==> src/rtl/mult_result_fifo_taint.sv <==
// Result FIFO behind the taint-tracked multiplier: edge-captures each product into a small FIFO with shadow taint.
// Optional drop counter outputs enabled by defining MULT_RESFIFO_OVFCNT_EN.
module mult_result_fifo_taint #(
    parameter int WIDTH = 8,
    parameter int DEPTH = 4
) (
    input  logic                 clk,
    input  logic                 rst,
    input  logic                 productDone,
    input  logic                 productDone_t,
    input  logic [2*WIDTH-1:0]   product,
    input  logic [2*WIDTH-1:0]   product_t,
    input  logic                 out_ready,
    input  logic                 out_ready_t,
    output logic                 out_valid,
    output logic                 out_valid_t,
    output logic [2*WIDTH-1:0]   out_data,
    output logic [2*WIDTH-1:0]   out_data_t,
    output logic                 full,
    output logic                 full_t,
    output logic                 overflow,
    output logic                 overflow_t
`ifdef MULT_RESFIFO_OVFCNT_EN
    ,
    output logic [7:0]           drop_count,
    output logic [0:0]           drop_count_t
`endif
);

    localparam int PW = 2 * WIDTH;
    localparam int AW = $clog2(DEPTH);
    localparam int CW = $clog2(DEPTH + 1);
    localparam logic [CW-1:0] DEPTH_C = CW'(DEPTH);

    logic              done_q_r;
    logic              done_q_t_r;
    logic [AW-1:0]     wr_ptr_r;
    logic [AW-1:0]     rd_ptr_r;
    logic [CW-1:0]     count_r;
    logic [CW-1:0]     count_next_s;
    logic [PW-1:0]     mem_r   [DEPTH];
    logic [PW-1:0]     mem_t_r [DEPTH];
    logic              out_valid_r;
    logic              full_r;
    logic              ptr_t_r;
    logic              overflow_r;
    logic              overflow_t_r;

    logic              cap_s;
    logic              cap_t_s;
    logic              pop_s;
    logic              push_s;
    logic              ovf_set_s;
    logic              ptr_t_set_s;
    logic              ovf_t_set_s;

    // Capture/pop decisions and their taint for the current cycle.
    always_comb begin
        cap_s        = productDone & ~done_q_r;
        cap_t_s      = productDone_t | done_q_t_r;
        pop_s        = out_valid_r & out_ready;
        push_s       = cap_s & (~full_r | pop_s);
        ovf_set_s    = cap_s & full_r & ~pop_s;
        ptr_t_set_s  = (cap_s & cap_t_s) | (cap_t_s & full_r) | (out_valid_r & out_ready_t);
        ovf_t_set_s  = ovf_set_s & (cap_t_s | ptr_t_r);
    end

    // Occupancy after this cycle's push/pop.
    always_comb begin
        count_next_s = count_r;
        case ({push_s, pop_s})
            2'b10:   count_next_s = count_r + CW'(1);
            2'b01:   count_next_s = count_r - CW'(1);
            default: count_next_s = count_r;
        endcase
    end

    // Edge detector, pointers, occupancy flags and sticky status.
    always_ff @(posedge clk) begin
        if (rst) begin
            done_q_r     <= 1'b0;
            done_q_t_r   <= 1'b0;
            wr_ptr_r     <= {AW{1'b0}};
            rd_ptr_r     <= {AW{1'b0}};
            count_r      <= {CW{1'b0}};
            out_valid_r  <= 1'b0;
            full_r       <= 1'b0;
            ptr_t_r      <= 1'b0;
            overflow_r   <= 1'b0;
            overflow_t_r <= 1'b0;
        end else begin
            done_q_r     <= productDone;
            done_q_t_r   <= productDone_t;
            count_r      <= count_next_s;
            out_valid_r  <= (count_next_s != {CW{1'b0}});
            full_r       <= (count_next_s == DEPTH_C);
            if (push_s) begin
                wr_ptr_r <= wr_ptr_r + AW'(1);
            end else begin
                wr_ptr_r <= wr_ptr_r;
            end
            if (pop_s) begin
                rd_ptr_r <= rd_ptr_r + AW'(1);
            end else begin
                rd_ptr_r <= rd_ptr_r;
            end
            ptr_t_r      <= ptr_t_r | ptr_t_set_s;
            overflow_r   <= overflow_r | ovf_set_s;
            overflow_t_r <= overflow_t_r | ovf_t_set_s;
        end
    end

    // Entry storage; cleared on reset so the empty head reads as zero with no taint.
    always_ff @(posedge clk) begin
        if (rst) begin
            for (int i = 0; i < DEPTH; i++) begin
                mem_r[i]   <= {PW{1'b0}};
                mem_t_r[i] <= {PW{1'b0}};
            end
        end else if (push_s) begin
            mem_r[wr_ptr_r]   <= product;
            mem_t_r[wr_ptr_r] <= product_t | {PW{cap_t_s}};
        end else begin
            mem_r[wr_ptr_r]   <= mem_r[wr_ptr_r];
            mem_t_r[wr_ptr_r] <= mem_t_r[wr_ptr_r];
        end
    end

`ifdef MULT_RESFIFO_OVFCNT_EN
    logic [7:0] drop_count_r;
    logic       drop_count_t_r;

    // Saturating count of dropped captures.
    always_ff @(posedge clk) begin
        if (rst) begin
            drop_count_r   <= 8'd0;
            drop_count_t_r <= 1'b0;
        end else begin
            if (ovf_set_s && (drop_count_r != 8'hFF)) begin
                drop_count_r <= drop_count_r + 8'd1;
            end else begin
                drop_count_r <= drop_count_r;
            end
            drop_count_t_r <= drop_count_t_r | ovf_t_set_s;
        end
    end

    assign drop_count   = drop_count_r;
    assign drop_count_t = drop_count_t_r;
`endif

    assign out_valid   = out_valid_r;
    assign out_valid_t = ptr_t_r;
    assign full        = full_r;
    assign full_t      = ptr_t_r;
    assign overflow    = overflow_r;
    assign overflow_t  = overflow_t_r;
    assign out_data    = mem_r[rd_ptr_r];
    assign out_data_t  = mem_t_r[rd_ptr_r] | {PW{ptr_t_r}};

endmodule

==> config.mk <==
export PLATFORM = sky130hd
export DESIGN_NAME = mult_result_fifo_taint
export DESIGN_NICKNAME = d
export VERILOG_FILES = /design/src/rtl/mult_result_fifo_taint.sv
export SDC_FILE = /design/constraint.sdc
export NUM_CORES = 1
export LEC_CHECK = 0
export BUFFER_PORTS_ARGS = -buffer_cell sky130_fd_sc_hd__buf_2
export CORE_ASPECT_RATIO = 1.25
export CORE_MARGIN = 8
export CORE_UTILIZATION = 50
export DETAILED_ROUTE_END_ITERATION = 7
export HOLD_SLACK_MARGIN = 0.06
export PLACE_DENSITY = 0.72
export SKIP_CTS_REPAIR_TIMING = 1
export SLEW_MARGIN = 25
export SYNTH_ARGS = -nofsm -noshare
export SYNTH_HDL_FRONTEND = slang
export SYNTH_SLANG_ARGS = --single-unit
==> constraint.sdc <==
create_clock -name clk -period 3.61 [get_ports clk]
set_clock_uncertainty 0.1 [all_clocks]
set_input_delay 0.5415 -clock clk [delete_from_list [all_inputs] [get_ports clk]]
set_output_delay 0.5415 -clock clk [all_outputs]
set_load 0.05 [all_outputs]
Yosys cells after proc, flatten, opt, wreduce, memory -nomap -nowiden
Memories as Yosys holds them, arrays and structs flattened. A register that Yosys moved wholly into a read port is not among the register bits.
Index checks and enable logic that the tools add are counted.
- bits of input ports: 38
- word-level logic and storage cells: 69
- output and inout bits: 38
- RAM bits: 128
- memories kept: 2
- flip-flop bits (word level): 14
- bitwise gates (word level): 24
- reductions and logical operators: 4
- equal/unequal tests: 4
- muxes and demuxes: 21
- add/sub/neg operators: 4
- memory list (name ; words ; width ; read ports ; clocked after Yosys merged registers in ; write ports ; RTL line ; RTL):
    mem_r ; 4 ; 16 ; 1 ; 1 ; 4 ; 41 ; logic [PW-1:0] mem_r [DEPTH];
    mem_t_r ; 4 ; 16 ; 1 ; 1 ; 4 ; 42 ; logic [PW-1:0] mem_t_r [DEPTH];
- operators by type and width (operator ; number):
    $mux 16 ; 4
    $or 16x16->16 ; 2
    $reduce_or 16->1 ; 2
    $mux 2 ; 6
    $mux 1 ; 10
    $or 1x1->1 ; 10
    $and 1x1->1 ; 9
    $pmux 3 s2 ; 1
    $add 2x1->2 const B ; 2
    $add 3x1->3 const B ; 1
    $eq 3x3->1 const B ; 1
    $not 1->1 ; 3
    $reduce_bool 3->1 ; 1
    $sub 3x1->3 const B ; 1
    $eq 2x1->1 const B ; 1
    $eq 2x2->1 const B ; 1
    $reduce_and 2->1 ; 1
    $ne 0x0->1 ; 1

Depth between registers and ports, before layout
Gate-level depths: netlist (run 1).
- depth in word-level cells: 10
- gate-level depth with buffers: 9
- depth with buffers taken out: 8

Worst setup path after synthesis (run 1)
Ideal clock, no wire load.
- path kind: register -> register
- from: register out_valid_r (netlist: out_valid)
- to: register full_r (netlist: full)
- clock period less this slack: 2.664 ns
- data arrival time: 2.494 ns
- stages on the path, launching flop included: 9
- data required time: 3.440 ns
- buffers on the path: 0
- setup slack: 0.946 ns
- path through: dfxtp_1 a21bo_2 and2_1 inv_1 ha_1 fa_1 xnor2_1 or4_1 a21oi_1
- word-level cells in the longest chain between the ends: 6
- RTL lines (item ; RTL line ; RTL):
    start: declaration ; 43 ; logic out_valid_r;
    start signal: assignment ; 95 ; out_valid_r <= (count_next_s != {CW{1'b0}});
    $and 1x1->1 (*) ; 61 ; pop_s = out_valid_r & out_ready;
    $or 1x1->1 ; 62 ; push_s = cap_s & (~full_r | pop_s);
    $and 1x1->1 ; 62 ;
    $eq 2x1->1 / $eq 2x2->1 (equally long branches) ; 71 ; case ({push_s, pop_s})
    $pmux 3 s2 (*) ; 71 ;
    $eq 3x3->1 (*) ; 96 ; full_r <= (count_next_s == DEPTH_C);
    end signal: assignment ; 96 ;
    end: declaration ; 44 ; logic full_r;
Mark *: on every way between the ends. The rest lies on a longest branch, timed or not.
A chain may end at the register's enable or synchronous reset.

==> results of run 1 <==
[power groups by stage]
stage               combinational, W  clock [W]  sequential, W
floorplan                   0.000890          0        0.00208
global placement             0.00112          0        0.00209
detailed placement           0.00114          0        0.00211
CTS                          0.00114    0.00187        0.00207
global route                 0.00120    0.00194        0.00209
finish                       0.00113    0.00185        0.00207
[worst paths after layout]
check | end | cells after the start
max | out_data[4] | 4
min | done_q_t_r | 2
max reg2reg | full | 8
min reg2reg | overflow | 2
[kinds of logic after synthesis]
kind of cell | synth area share
flops | 0.660
buf+inv | 0.0323
simple gates | 0.156
fa+ha+maj | 0.00515
compound gates | 0.0172
mux | 0.125
xor+xnor | 0.00555
[Yosys cell counts]
cell type  number
a21bo_2         1
a21o_1          4
a21oi_1         4
a22o_1          1
a31oi_1         2
and2_1         17
and2b_1         1
and3_1         50
buf_1           1
buf_12          2
buf_2          11
buf_4           1
buf_6           3
clkbuf_1        5
clkbuf_2        6
dfxtp_1        16
edfxtp_1      128
fa_1            1
ha_1            1
inv_1           4
mux2i_1         1
mux4_1         15
mux4_2         17
nand2_1         5
nand3_1         3
nand4_1         2
nand4_2         1
nor2_1         89
nor2b_1         5
nor3_1          2
nor3b_1         1
o211ai_1        1
o21ai_0         4
or2_1          13
or2_2           4
or4_1           1
xnor2_1         1
xor2_1          3
[state kept, by name, summed over array words and instances (netlist names), named ones only]
signal and flops:
mem_r 64, overflow 1, out_valid 1, mem_t_r 64, full 1, overflow_t 1, rd_ptr_r 2, done_q_t_r 1
count_r 3, wr_ptr_r 2, full_t 1, done_q_r 1
[cell type report]
cell class,count,area [µm²]
clock buffer,18,429
clock inverter,13,193
fill,975,5020
inverter,4,15.0
multi-input combinational,250,1950
sequential,144,4170
tap,168,210
timing repair buffer,86,508
[critical path, cell delays in order (launching register included)]
cell     delay (ns)
dfxtp_2        0.70
buf_12         0.25
buf_4          0.16
mux4_2         0.54
buf_2          0.24
[per-layer routing]
metal / GRT usage / vias up
li1: - / 1752
met3: 0.0523 / 15
met5: 0 / -
met4: 0.0705 / 2
met1: 0.191 / 1810
met2: 0.297 / 110
[per-stage QoR]
step	util	worst slack (ns)	std cells	area, µm²	hold WS, ns
3_3_place_gp	0.548	0.933	652	6840	0.353
2_1_floorplan	-	0.946	427	6310	0.372
4_1_cts	0.598	0.596	683	7470	0.243
5_1_grt	0.598	0.524	683	7470	0.280
6_report	0.598	0.660	683	7470	0.257
3_5_place_dp	0.548	0.838	652	6840	0.373
==> run_results.csv, run 1 <==
group,metric,value,unit
status,status,"completed",
synth,synthesis.area,6310,µm²
clocking,cts.htree.levels,4,
synth,synth_warnings,0,
critical_path,r2r-start,"out_valid",
drt,first_iter_violations,236,
timing,finalCriticalPeriod,2.95,ns
timing,report.final.slew_viol_count,0,
drt,route.met2.wl,6910,µm
timing,fmax,339,MHz
pwr,pwr-share-clk,0.367,
pwr,power,0.00505,W
synth,avgSynthCellArea,14.8,µm²
grt,antenna_found_initial,1,
critical_path,critPathKind,"flip-flop to output pin",
flow_run,maxCapViolations,0,
hold_path,hold_path.class,"primary input to flip-flop",
clocking,cts_tree,"done",
place,io_buffers,75,
cells_and_area,final_cell_mix,"128 x edfxtp_1, 89 x nor2_1, 75 x buf_2",
cells_and_area,final_common_cell,"edfxtp_1",
floorplanning,start_util,0.506,
pwr,seqPwrFrac,0.410,
grt,grt_overflow,0,
synth,ys_ff_latch,144,
timing,grt_setup_unrepaired,"no",
pwr,pwr_density_cell,676,nW/µm²
floorplanning,ioPinCount,76,
floorplanning,coreArea,12500,µm²
grt,grt.total_usage,0.172,
pwr,intPower,0.00356,W
drt,first_pass_iters,4,
drt,wl_met1,5060,µm
critical_path,arrival,2.31,ns
timing,maxSlewHeadroom,0.413,
timing,setup_tns,0,ns
clocking,max-clock-path-buffers,2,
synth,yosys.area.top_type,"edfxtp_1",
clocking,clk_latency,0.41,ns
pwr,p_sw_frac,0.294,
drt,ant_nets,0,
pwr,peakVddDrop,397,µV
drt,routed_wl,13200,µm
synth,yosys.cell_types.count,38,
place,place_hpwl,8160,µm
synth,synth_area_leaders,"edfxtp_1 61%, mux4_1 6.2%, mux4_2 6.1%",
critical_path,r2r_slack,1.11,ns
drt,routedWlPerCell,19.3,µm
drt,drc_errors,0,
timing,tightest_slew,0.878,ns
cells_and_area,synthToLayoutAreaGrowth,18.3,%
synth,synth_top_cell_area_share,0.609,
critical_path,worst_ep_required_time,2.97,ns
grt,grt_max_degree,65,
clocking,clk_pin_slew,0.06,ns
floorplanning,die_h,142,µm
hold_path,hp-start,"productDone_t",
clocking,root_buffer,"clkbuf_16",
grt,grt_pass1_vias,3942,
floorplanning,die_w,117,µm
synth,netlist_instances,427,
place,gp_congestion,0.731,
floorplanning,dieArea,16500,µm²
critical_path,endpoint_kind,"output pin",
synth,ys_seq_area_frac,0.660,
clocking,cts_buffers,17,
pwr,pwr-share-comb,0.224,
critical_path,worstSetupStartpointType,"flip-flop",
drt,num_vias,3689,
pwr,p_sw,0.00148,W
timing,setup-violations-final,0,
clocking,cts.sinks,144,
grt,grt_pass1_wl,20900,µm
drt,vias_per_cell,5.40,
cells_and_area,drive_above_1_share,0.266,
timing,final_hold_viol_count,0,
timing,finalCritPeriodShare,0.817,
pwr,total_leakage_power,3.20,nW
cells_and_area,n_antenna_cell,0,
cells_and_area,final_nets,543,
floorplanning,std_cell_rows,46,
critical_path,cp_max_fo,16,
drt,routed-wl-met3,996,µm
synth,syn-num-nets,467,
drt,highest_layer,"met5",
No activity file was read; power rests on OpenSTA's default activity.
==> run 2: changes to the inputs <==
ABC_AREA = 1   (was unset)
PLACE_DENSITY = 0.75   (was 0.72)
clock period = 2.7 ns   (was 3.61 ns; I/O delays follow)
==> run_results.csv, run 2 <==
group,metric,value,unit
status,status,"completed",
floorplanning,ioPinCount,76,
floorplanning,die_h,144,µm
synth,synth-edff-count,128,
synth,synth.most_common_cell,"nor2_1",
timing,holdWs,0.0988,ns
timing,final_hold_viol_count,0,
critical_path,endpoint_kind,"output pin",
cells_and_area,n_fill_cell,1067,
cells_and_area,drive_above_1_share,0.270,
clocking,cts.sinks,144,
critical_path,worst_ep_required_time,2.19,ns
floorplanning,std_cell_rows,47,
clocking,max-clock-path-buffers,2,
timing,setup_tns,0,ns
pwr,total_leakage_power,3.11,nW
grt,grt.total_usage,0.179,
timing,tightest_slew,0.646,ns
synth,synth_top_cell_area_share,0.586,
place,gp_congestion,0.790,
grt,grt_max_degree,37,
synth,yosys.cell_types.count,29,
timing,report.final.slew_viol_count,0,
cells_and_area,reg.largest.list,"mem_r x64, mem_t_r x64, count_r x3",
synth,async_flop_share,0,
hold_path,hold_path.class,"primary input to flip-flop",
critical_path,max_stage_delay,0.41,ns
drt,ant_nets,0,
grt,grt_pass1_vias,4861,
grt,grt_overflow,0,
drt,num_vias,4677,
critical_path,crit_path_cell_trace,"inv_2, buf_4, a21oi_1, o21ai_1, buf_2",
pwr,peakVddDrop,440,µV
synth,synth_area_leaders,"edfxtp_1 59%, nor2_1 9.0%, dfxtp_1 4.9%",
cells_and_area,n_antenna_cell,0,
timing,maxSlewHeadroom,0.569,
place,place_hpwl,9280,µm
synth,ys_ff_latch,144,
flow_run,maxCapViolations,0,
grt,grt_pass1_wl,23800,µm
clocking,cts.htree.levels,4,
grt,antenna_found_initial,0,
critical_path,worstSetupStartpointType,"flip-flop",
timing,setup-violations-final,0,
synth,ys_seq_area_frac,0.635,
synth,netlist_instances,636,
pwr,pwr_density_cell,873,nW/µm²
cells_and_area,final_cell_mix,"158 x nor2_1, 128 x edfxtp_1, 75 x nand2_1, 75 x buf_2, 37 x a21oi_1",
drt,first_iter_violations,262,
timing,finalCriticalPeriod,2.57,ns
clocking,clk_pin_slew,0.06,ns
drt,routed_wl,14900,µm
synth,syn-num-nets,676,
synth,yosys.area.top_type,"edfxtp_1",
synth,synth_warnings,0,
synth,synth_flop_cell,"edfxtp_1",
floorplanning,die_w,118,µm
cells_and_area,synthToLayoutAreaGrowth,17.9,%
cells_and_area,final_nets,750,
critical_path,critPathKind,"flip-flop to output pin",
drt,routedWlPerCell,16.7,µm
clocking,clk_latency,0.42,ns
floorplanning,dieArea,17000,µm²
pwr,power,0.00675,W
cells_and_area,final_common_cell,"nor2_1",
synth,synthesis.area,6550,µm²
clocking,root_buffer,"clkbuf_16",
critical_path,crit_path_top_delay_cell,"dfxtp_2",
timing,fmax,389,MHz
critical_path,cp_max_fo,28,
timing,grt_setup_unrepaired,"no",
synth,synthTopCellsByCount,"158 x nor2_1, 128 x edfxtp_1, 76 x nand2_1, 38 x o21ai_0, 37 x a21oi_1",
place,io_buffers,75,
cells_and_area,finalInstanceArea,7730,µm²
clocking,cts_tree,"done",
drt,first_pass_iters,4,
place,placed_area,7130,µm²
critical_path,arrival,2.07,ns
floorplanning,coreArea,13100,µm²
timing,finalCritPeriodShare,0.952,
clocking,cts_buffers,17,
drt,drc_errors,0,
synth,avgSynthCellArea,10.3,µm²
floorplanning,start_util,0.502,
drt,vias_per_cell,5.23,
[run 2: cell count changes in the layout (fill, tap and decap cells not counted), sizes merged, moves of 16 or more]
cell | previous run | this run
o21ai | 4 | 56
and2 | 17 | 0
and3 | 50 | 0
or2 | 17 | 1
nand2 | 5 | 78
nor2 | 89 | 192
inv | 5 | 66
o22ai | 0 | 16
a21oi | 4 | 37
mux4 | 32 | 0
[run 2: cell families after synthesis]
logic type,after synthesis,synth area share
buf+inv,101,0.0689
xor+xnor,2,0.00267
compound gates,109,0.0863
flops,144,0.635
fa+ha+maj,2,0.00496
simple gates,278,0.202
[run 2: layout make-up]
class,instances,area (µm²),area share
well taps,171,214,0.0277
repair buffers,90,529,0.0685
inverters,66,250,0.0324
multi-input cells,391,1970,0.255
flip-flops and latches,144,4170,0.539
clock buffers,29,582,0.0753
clock inverters,3,15.0,0.00194
[run 2: report_power, final]
part	leakage [nW]	total (W)	switching (W)	internal, W
Combinational	1.35	0.00175	0.00135	0.000404
Sequential	1.46	0.00272	0.0000853	0.00263
Clock	0.300	0.00228	0.000824	0.00145
[run 2: per-stage QoR]
stage	utilization	setup WS (ns)	cells
after global placement	0.546	0.402	862
after detailed placement	0.546	0.355	862
after floorplan	-	-0.301	636
after global routing	0.592	0.00684	894
final	0.592	0.129	894
after CTS	0.592	0.0694	894
[run 2: worst max-delay path: cells and delay by family, from the launching register on]
kind | cells | cell delay (ns)
AOI/OAI and AO/OA | 2 | 0.33
buffers and inverters | 3 | 0.90
DFF | 1 | 0.41
[run 2: final timing paths]
kind	startpoint	endpoint	slack, ns	cells past startpoint
max	flip-flop	out_data_t[3]	0.13	5
min	productDone_t	done_q_t_r	0.1	3
max reg2reg	out_valid	out_valid	0.51	10
min reg2reg	rd_ptr_r[0]	rd_ptr_r[0]	0.39	1
[run 2: routing by layer]
| metal | global-route usage | routed length [µm] |
|---|---|---|
| met2 | 0.326 | 8060 |
| met4 | 0.0954 | 395 |
| met1 | 0.191 | 5510 |
| met5 | 0 | 0 |
| met3 | 0.0426 | 958 |
